$ cat src/rtl/keccak_pkg.sv
// Shared definitions for the Keccak sponge sequencer.
// Holds the FSM state encoding, the lane count and lane-counter width, and the
// default RUN-state timeout for the optional watchdog.
package keccak_pkg;

  localparam int unsigned LANES       = 25;
  localparam int unsigned LANE_CNT_W  = 5;
  localparam int unsigned DEF_TIMEOUT = 31;

  typedef enum logic [3:0] {
    ST_IDLE   = 4'b0001,
    ST_LOAD   = 4'b0010,
    ST_RUN    = 4'b0100,
    ST_UNLOAD = 4'b1000
  } seq_state_e;

endpackage

$ cat src/rtl/keccak_seq_watchdog.sv
// RUN-state watchdog for the Keccak sponge sequencer.
// A down-counter is loaded with TIMEOUT-1 as the sequencer enters RUN. It then
// counts down one step per RUN cycle. expired is high during the TIMEOUT-th RUN
// cycle, which is the cycle in which the counter has reached zero.
// Ports:
//   clk      in   rising-edge clock
//   rst      in   asynchronous active-high reset
//   load     in   reload the counter (the cycle before the first RUN cycle)
//   en       in   sequencer is in RUN
//   expired  out  terminal count reached while enabled
module keccak_seq_watchdog
  import keccak_pkg::*;
#(
  parameter int unsigned TIMEOUT = DEF_TIMEOUT
) (
  input  logic clk,
  input  logic rst,
  input  logic load,
  input  logic en,
  output logic expired
);

  localparam int unsigned CNT_W = (TIMEOUT > 1) ? $clog2(TIMEOUT) : 1;

  logic [CNT_W-1:0] cnt_q, cnt_d;

  always_comb begin
    cnt_d = cnt_q;
    if (load) begin
      cnt_d = CNT_W'(TIMEOUT - 1);
    end else if (en && (cnt_q != '0)) begin
      cnt_d = cnt_q - CNT_W'(1);
    end
  end

  always_ff @(posedge clk or posedge rst) begin
    if (rst) begin
      cnt_q <= CNT_W'(TIMEOUT - 1);
    end else begin
      cnt_q <= cnt_d;
    end
  end

  assign expired = en && (cnt_q == '0);

endmodule

$ cat src/rtl/keccak_sponge_sequencer.sv
// Host-side sequencer for the masked Keccak core.
// It performs these steps in order:
//   1. Loads 25 shared lanes from a valid/ready stream.
//   2. Releases the core by deasserting CoreReset.
//   3. Waits for CoreReady.
//   4. Streams the permuted lanes back out.
// This block is the only driver of the core's reset.
//
// Optional feature: define KECCAK_SEQ_WATCHDOG_EN to add a RUN-state timeout.
// When the timeout fires, the sequencer sets the sticky Error flag, returns to
// IDLE and puts the core back into reset.
//
// state  | meaning
// IDLE   | core held in reset, waiting for lane 0
// LOAD   | core held in reset, writing lanes 1..LANES-1
// RUN    | core released, waiting for CoreReady
// UNLOAD | core holds its result, lanes streamed out
//
// Ports:
//   Clock, Reset                       clock, async active-high reset
//   InValid/InReady/InData             input lane stream (share 0 in LSBs)
//   OutValid/OutReady/OutData/OutLast  output lane stream
//   Busy, Error                        status
//   CoreReset, CoreReady               core control
//   CoreLaneWe/Idx/WData/RData         core lane access
module keccak_sponge_sequencer #(
  parameter int unsigned W       = 8,
  parameter int unsigned SHARES  = 2,
  parameter int unsigned LANES   = keccak_pkg::LANES,
  parameter int unsigned TIMEOUT = keccak_pkg::DEF_TIMEOUT
) (
  input  logic                Clock,
  input  logic                Reset,
  input  logic                InValid,
  output logic                InReady,
  input  logic [W*SHARES-1:0] InData,
  output logic                OutValid,
  input  logic                OutReady,
  output logic [W*SHARES-1:0] OutData,
  output logic                OutLast,
  output logic                Busy,
  output logic                Error,
  output logic                CoreReset,
  input  logic                CoreReady,
  output logic                CoreLaneWe,
  output logic [4:0]          CoreLaneIdx,
  output logic [W*SHARES-1:0] CoreLaneWData,
  input  logic [W*SHARES-1:0] CoreLaneRData
);

  import keccak_pkg::*;

  seq_state_e            state_q, state_d;
  logic [LANE_CNT_W-1:0] lane_cnt_q, lane_cnt_d;
  logic                  core_reset_q, core_reset_d;
  logic                  in_accept, out_accept, last_lane, wd_expired;

  assign last_lane  = (lane_cnt_q == LANE_CNT_W'(LANES - 1));
  assign InReady    = (state_q == ST_IDLE) || (state_q == ST_LOAD);
  assign in_accept  = InValid && InReady;
  assign out_accept = (state_q == ST_UNLOAD) && OutReady;

  always_comb begin
    state_d    = state_q;
    lane_cnt_d = lane_cnt_q;
    unique case (state_q)
      ST_IDLE: begin
        if (in_accept) begin
          lane_cnt_d = LANE_CNT_W'(1);
          state_d    = ST_LOAD;
        end
      end
      ST_LOAD: begin
        if (in_accept) begin
          if (last_lane) begin
            lane_cnt_d = '0;
            state_d    = ST_RUN;
          end else begin
            lane_cnt_d = lane_cnt_q + LANE_CNT_W'(1);
          end
        end
      end
      ST_RUN: begin
        if (CoreReady) begin
          state_d = ST_UNLOAD;
        end else if (wd_expired) begin
          state_d = ST_IDLE;
        end
      end
      ST_UNLOAD: begin
        if (out_accept) begin
          if (last_lane) begin
            lane_cnt_d = '0;
            state_d    = ST_IDLE;
          end else begin
            lane_cnt_d = lane_cnt_q + LANE_CNT_W'(1);
          end
        end
      end
      default: begin
        state_d    = ST_IDLE;
        lane_cnt_d = '0;
      end
    endcase
    // CoreReset is derived from next state so the core is released
    // on the very first RUN cycle and re-held on the first IDLE cycle.
    core_reset_d = (state_d == ST_IDLE) || (state_d == ST_LOAD);
  end

  always_ff @(posedge Clock or posedge Reset) begin
    if (Reset) begin
      state_q      <= ST_IDLE;
      lane_cnt_q   <= '0;
      core_reset_q <= 1'b1;
    end else begin
      state_q      <= state_d;
      lane_cnt_q   <= lane_cnt_d;
      core_reset_q <= core_reset_d;
    end
  end

`ifdef KECCAK_SEQ_WATCHDOG_EN
  logic error_q, error_d;
  logic wd_load;

  assign wd_load = (state_q != ST_RUN) && (state_d == ST_RUN);

  keccak_seq_watchdog #(
    .TIMEOUT (TIMEOUT)
  ) u_watchdog (
    .clk     (Clock),
    .rst     (Reset),
    .load    (wd_load),
    .en      (state_q == ST_RUN),
    .expired (wd_expired)
  );

  always_comb begin
    error_d = error_q;
    if (in_accept) begin
      error_d = 1'b0;
    end else if ((state_q == ST_RUN) && !CoreReady && wd_expired) begin
      error_d = 1'b1;
    end
  end

  always_ff @(posedge Clock or posedge Reset) begin
    if (Reset) begin
      error_q <= 1'b0;
    end else begin
      error_q <= error_d;
    end
  end

  assign Error = error_q;
`else
  assign wd_expired = 1'b0;
  assign Error      = 1'b0;
`endif

  assign CoreReset     = core_reset_q;
  assign CoreLaneWe    = in_accept;
  assign CoreLaneIdx   = lane_cnt_q;
  assign CoreLaneWData = InData;
  assign OutValid      = (state_q == ST_UNLOAD);
  assign OutData       = CoreLaneRData;
  assign OutLast       = (state_q == ST_UNLOAD) && last_lane;
  assign Busy          = (state_q == ST_LOAD) || (state_q == ST_RUN) || (state_q == ST_UNLOAD);

endmodule

$ cat config.mk
export PLATFORM = sky130hd
export DESIGN_NAME = keccak_sponge_sequencer
export DESIGN_NICKNAME = d
export VERILOG_FILES = /design/src/rtl/keccak_pkg.sv /design/src/rtl/keccak_seq_watchdog.sv /design/src/rtl/keccak_sponge_sequencer.sv
export SDC_FILE = /design/constraint.sdc
export NUM_CORES = 1
export LEC_CHECK = 0
export ABC_CLOCK_PERIOD_IN_PS = 2490
export CAP_MARGIN = 20
export CORE_ASPECT_RATIO = 0.9
export CORE_MARGIN = 5
export CORE_UTILIZATION = 35
export DETAILED_ROUTE_END_ITERATION = 16
export PLACE_DENSITY = 0.87
export SYNTH_ARGS = -nofsm -noshare
export SYNTH_HDL_FRONTEND = slang
export SYNTH_HIERARCHICAL = 1
export SYNTH_SLANG_ARGS = --single-unit
$ cat constraint.sdc
create_clock -name Clock -period 2.49 [get_ports Clock]
set_input_delay 0.498 -clock Clock [delete_from_list [all_inputs] [get_ports Clock]]
set_output_delay 0.498 -clock Clock [all_outputs]
set_load 0.05 [all_outputs]
# Word level (Yosys, flattened, before mapping)
# Index checks and enable logic that the tools add are counted.
# word_totals
reg_bits	10
input_bits	37
out_inout_bits	44
# op_classes
n_addsub	1
eq_ne	10
n_mux	12
n_bitwise	1
reduce_logical	8
# op_table
op	n
4-bit 2-to-1 mux	6
5-bit 2-to-1 mux	4
5-bit case mux with 4 select lines	1
4-bit case mux with 4 select lines	1
4-bit by 1-bit == test with 1-bit output, second input constant	2
4-bit by 2-bit == test with 1-bit output, second input constant	2
5-bit by 1-bit adder with 5-bit output, second input constant	1
5-bit == test, second input constant	1
4-bit by 3-bit == test with 1-bit output, second input constant	1
4-bit == test, second input constant	1
1-bit logical OR	4
2-bit inequality test, second input constant	2
4-bit AND reduction	1
1-bit logical AND	3
2-bit by 1-bit inequality test with 1-bit output, second input constant	1
1-bit inverter	1

# Depth between registers and ports, before layout
# Gate-level depths: netlist of the first run.
# depth
ltp_word	7
ltp_mapped	6
ltp_nobuf	6

# Least setup slack after synthesis of the first run
# OpenSTA, ideal clock, no wires.
# synth_path
kind	reg2out
from	register state_q[0]
to	output port CoreLaneWe
arrival_ns	2.417
slack_ns	-0.425
path_stages_with_launch	5
n_path_buf	1
cell_sequence	dfstp_2 -> buf_2 -> xnor2_2 -> nor3_1 -> and2_1
# synth_between
elab_chain_cells	3
elab_cells_between_ends	4
classes_between	eq/ne: 2; reduce/logical: 2
# synth_lines
item	line_no	rtl
start: declaration	keccak_sponge_sequencer.sv:53	seq_state_e state_q, state_d;
start signal: assignment	keccak_sponge_sequencer.sv:116	state_q <= state_d;
4-bit by 1-bit == test with 1-bit output or 4-bit by 2-bit == test with 1-bit output (tied branches)	keccak_sponge_sequencer.sv:59	assign InReady = (state_q == ST_IDLE) || (state_q == ST_LOAD);
1-bit logical OR *	keccak_sponge_sequencer.sv:59	
named net InReady	keccak_sponge_sequencer.sv:35	output logic InReady,
1-bit logical AND *	keccak_sponge_sequencer.sv:60	assign in_accept = InValid && InReady;
end: declaration	keccak_sponge_sequencer.sv:45	output logic CoreLaneWe,
# Mark *: on every way through the listed nets, which the timed path passes. The rest lies on a longest branch.

# Final worst setup path of the first run
# layout_path
from	register state_q[1]
to	output port OutLast
# layout_between
elab_chain_cells	2
# layout_lines
item	line_no	rtl
4-bit == test	keccak_sponge_sequencer.sv:167	assign OutLast = (state_q == ST_UNLOAD) && last_lane;
1-bit logical AND	keccak_sponge_sequencer.sv:167	
end: declaration	keccak_sponge_sequencer.sv:40	output logic OutLast,
# No other way between the ends.

==> results of run 1 <==
-- per-stage QoR --
| step | worst slack, ns | power (mW) | util |
|---|---|---|---|
| 3_3_place_gp | 0.425 | 0.793 | 0.333 |
| 5_1_grt | 0.181 | 0.971 | 0.342 |
| 2_1_floorplan | 0.0493 | 0.788 | - |
| 3_5_place_dp | 0.309 | 0.804 | 0.333 |
| 6_report | 0.229 | 0.919 | 0.342 |
| 4_1_cts | 0.231 | 0.922 | 0.342 |
-- flip-flops by register name, indices dropped and copies added (netlist names) --
| register | count |
|---|---|
| CoreLaneIdx | 5 |
| state_q | 4 |
| CoreReset | 1 |
-- cell families after synthesis --
| logic type | count (synthesis) | synth area share |
|---|---|---|
| xor+xnor | 2 | 0.0260 |
| simple gates | 30 | 0.196 |
| flops | 10 | 0.263 |
| buf+inv | 47 | 0.329 |
| other cells | 1 | 0.00390 |
| fa+ha+maj | 2 | 0.0260 |
| compound gates | 20 | 0.156 |
-- routing by layer --
layer	global-route usage	vias to the layer above	share of wire
li1	-	317	-
met1	0.114	308	0.40
met5	0	-	0
met3	0.0470	10	0.12
met4	0.0444	0	0.016
met2	0.146	47	0.46
-- power groups by stage --
stage | clock network, mW | logic, mW | registers, mW
after CTS | 0.116 | 0.535 | 0.272
after floorplan | 0 | 0.489 | 0.300
after detailed placement | 0 | 0.529 | 0.275
final | 0.114 | 0.532 | 0.273
after global placement | 0 | 0.519 | 0.274
after global routing | 0.120 | 0.570 | 0.280
-- worst paths after layout --
check | to | slack, ns
setup / recovery | OutLast | 0.23
hold / removal | state_q[1]$_DFF_PP0_ | 0.50
setup reg to reg | CoreLaneIdx[3]$_DFFE_PP0P_ | 0.72
hold reg to reg | CoreLaneIdx[1]$_DFFE_PP0P_ | 0.60
max in group asynchronous | CoreReset$_DFF_PP1_ | 1.68
min in group Clock | CoreLaneIdx[1]$_DFFE_PP0P_ | 0.60
-- layout make-up --
class	count	area share
clock buffer	3	0.0244
multi-input combinational	55	0.431
sequential	10	0.274
inverter	10	0.0407
tap	30	0.0407
timing repair buffer	15	0.190
-- worst max-delay path: stages, from the launching register on --
cell and delay, ns:
dfrtp_1 0.51, or4b_4 0.60, nor2_1 0.21, buf_12 0.17
-- layout by cell type, fill, tap and decap left out, types with 2 or more instances in the layout --
cell,n
ha_1,2
dfrtp_1,8
a21oi_1,5
nor2_1,4
o21ai_0,5
dfstp_2,2
clkbuf_4,3
and3_1,2
buf_4,2
nor3_1,3
nand2_1,4
o31ai_1,2
or4_1,2
clkdlybuf4s50_1,10
inv_1,10
buf_12,3
==> flow_summary.toml, run 1 <==
[timing]
worst_pin_slew_ns = 0.500
setup_viol_count_final = 0
setup_tns_ns = 0
final.setup_skew_ns = 0.00154
fin_crit_sh = 0.908
hold_violations = 0
fmax_mhz = 442
finalMaxSlewViolations = 0
rsz0062_at_grt = "false"
whs_ns = 0.504
max_slew_margin = 0.666
period_minus_slack_ns = 2.26

[power]
p_switching_uw = 457
clockPowerShare = 0.124
total_leakage_power_nw = 0.379
sequentialPowerShare = 0.297
combPwrFrac = 0.579
internal_power_uw = 462
power_density_mw_per_mm2 = 996
ir_drop_v = 0.000310
swShare = 0.497

[synthesis]
synth_flop_cell = "dfrtp_1"
synth_common_cells = "buf_4 (35), inv_1 (10), dfrtp_1 (8), a21oi_1 (5), o21ai_0 (5)"
synth.most_common_cell = "buf_4"
async_flop_share = 1.00
synth_enable_flop_cells = 0
synth_area_um2 = 962
avgSynthCellArea_um2 = 8.59
synth.distinct_cells = 40
synthCells = 112
yosys_warnings = 6
seq_area_frac_synth = 0.263
syn-num-nets = 151
yosys.area.top_type = "buf_4"
synth_area_leaders = "buf_4 (27%), dfrtp_1 (21%), dfstp_2 (5.5%), inv_1 (3.9%), o221ai_4 (2.7%)"
yosysTopAreaCellShare = 0.273
ys_ff_latch = 10

[place]
dpl.cell_count = 120
placed_cell_area_um2 = 901
io_buffers = 15
place.gp.congestion = 0.900
place_hpwl_um = 1460

[global_route]
antenna_found_initial = 0
overflow = 0
grt_use_total = 0.0961
grt_max_degree = 13
grt_first_pass_wirelength_um = 2970
grt_pass1_vias = 663

[layout]
fin_nets = 134
final_cell_area_um2 = 923
fin_cells = 123
drive_above_1_share = 0.161
regArea_um2 = 253
syn2layout_area_growth_pct = -4.03
nFillCells = 279
insertedDiodeCount = 0
multi_input_area_um2 = 398

[clock_network]
h-tree-depth = 1
clk_pin_slew_worst_paths_ns = 0.07
clockBufferDepth = 2
cts_resized = 0
cts.sinks = 10
cts_hold_buf = 0
post_cts.repair.setup_buffers = 0
cts_root_buf = "clkbuf_4"
insertion_delay_ns = 0.26
cts_inserted_buffers = 3
cts_tree = "done"

[setup_path]
worstReg2RegStart = "state_q[1]$_DFF_PP0_"
crit_required_ns = 1.99
crit_type = "reg -> out"
path_max_fanout = 11
worstPathArrival_ns = 1.76
worstSetupStartpointType = "flip-flop"
crit_path_end_kind = "output pin"
critical_path.startpoint = "state_q[1]$_DFF_PP0_"
reg2reg_depth = 4

[route]
viasPerCell = 5.54
firstDrtPassIters = 4
first_iter_violations = 36
wl_um = 1900
drtAntennaViolNets = 0
wl_per_cell_um = 15.5
vias = 682
drc_errors = 0

[flow_run]
maxCapViolCount = 0

[floorplan]
die_h_um = 59.7
io_pins = 81
fp.dieArea_mm2 = 0.00390
rows = 18
die_w_um = 65.3
coreArea_mm2 = 0.00270
initial_core_util = 0.356

[min_path]
hp-class = "in -> async"

[run_status]
status = "complete, no violations"
Power figures use the tool's default switching activity.
==> run 2: changes to the inputs <==
--- a/config.mk
+++ b/config.mk
@@ -10,6 +10,7 @@
 export CORE_ASPECT_RATIO = 0.9
 export CORE_MARGIN = 5
 export CORE_UTILIZATION = 35
+export CTS_CLUSTER_SIZE = 20
 export DETAILED_ROUTE_END_ITERATION = 16
 export PLACE_DENSITY = 0.87
 export SYNTH_ARGS = -nofsm -noshare
==> results of run 2 <==
Final layout, timing and power as in run 1 (identical DEF).
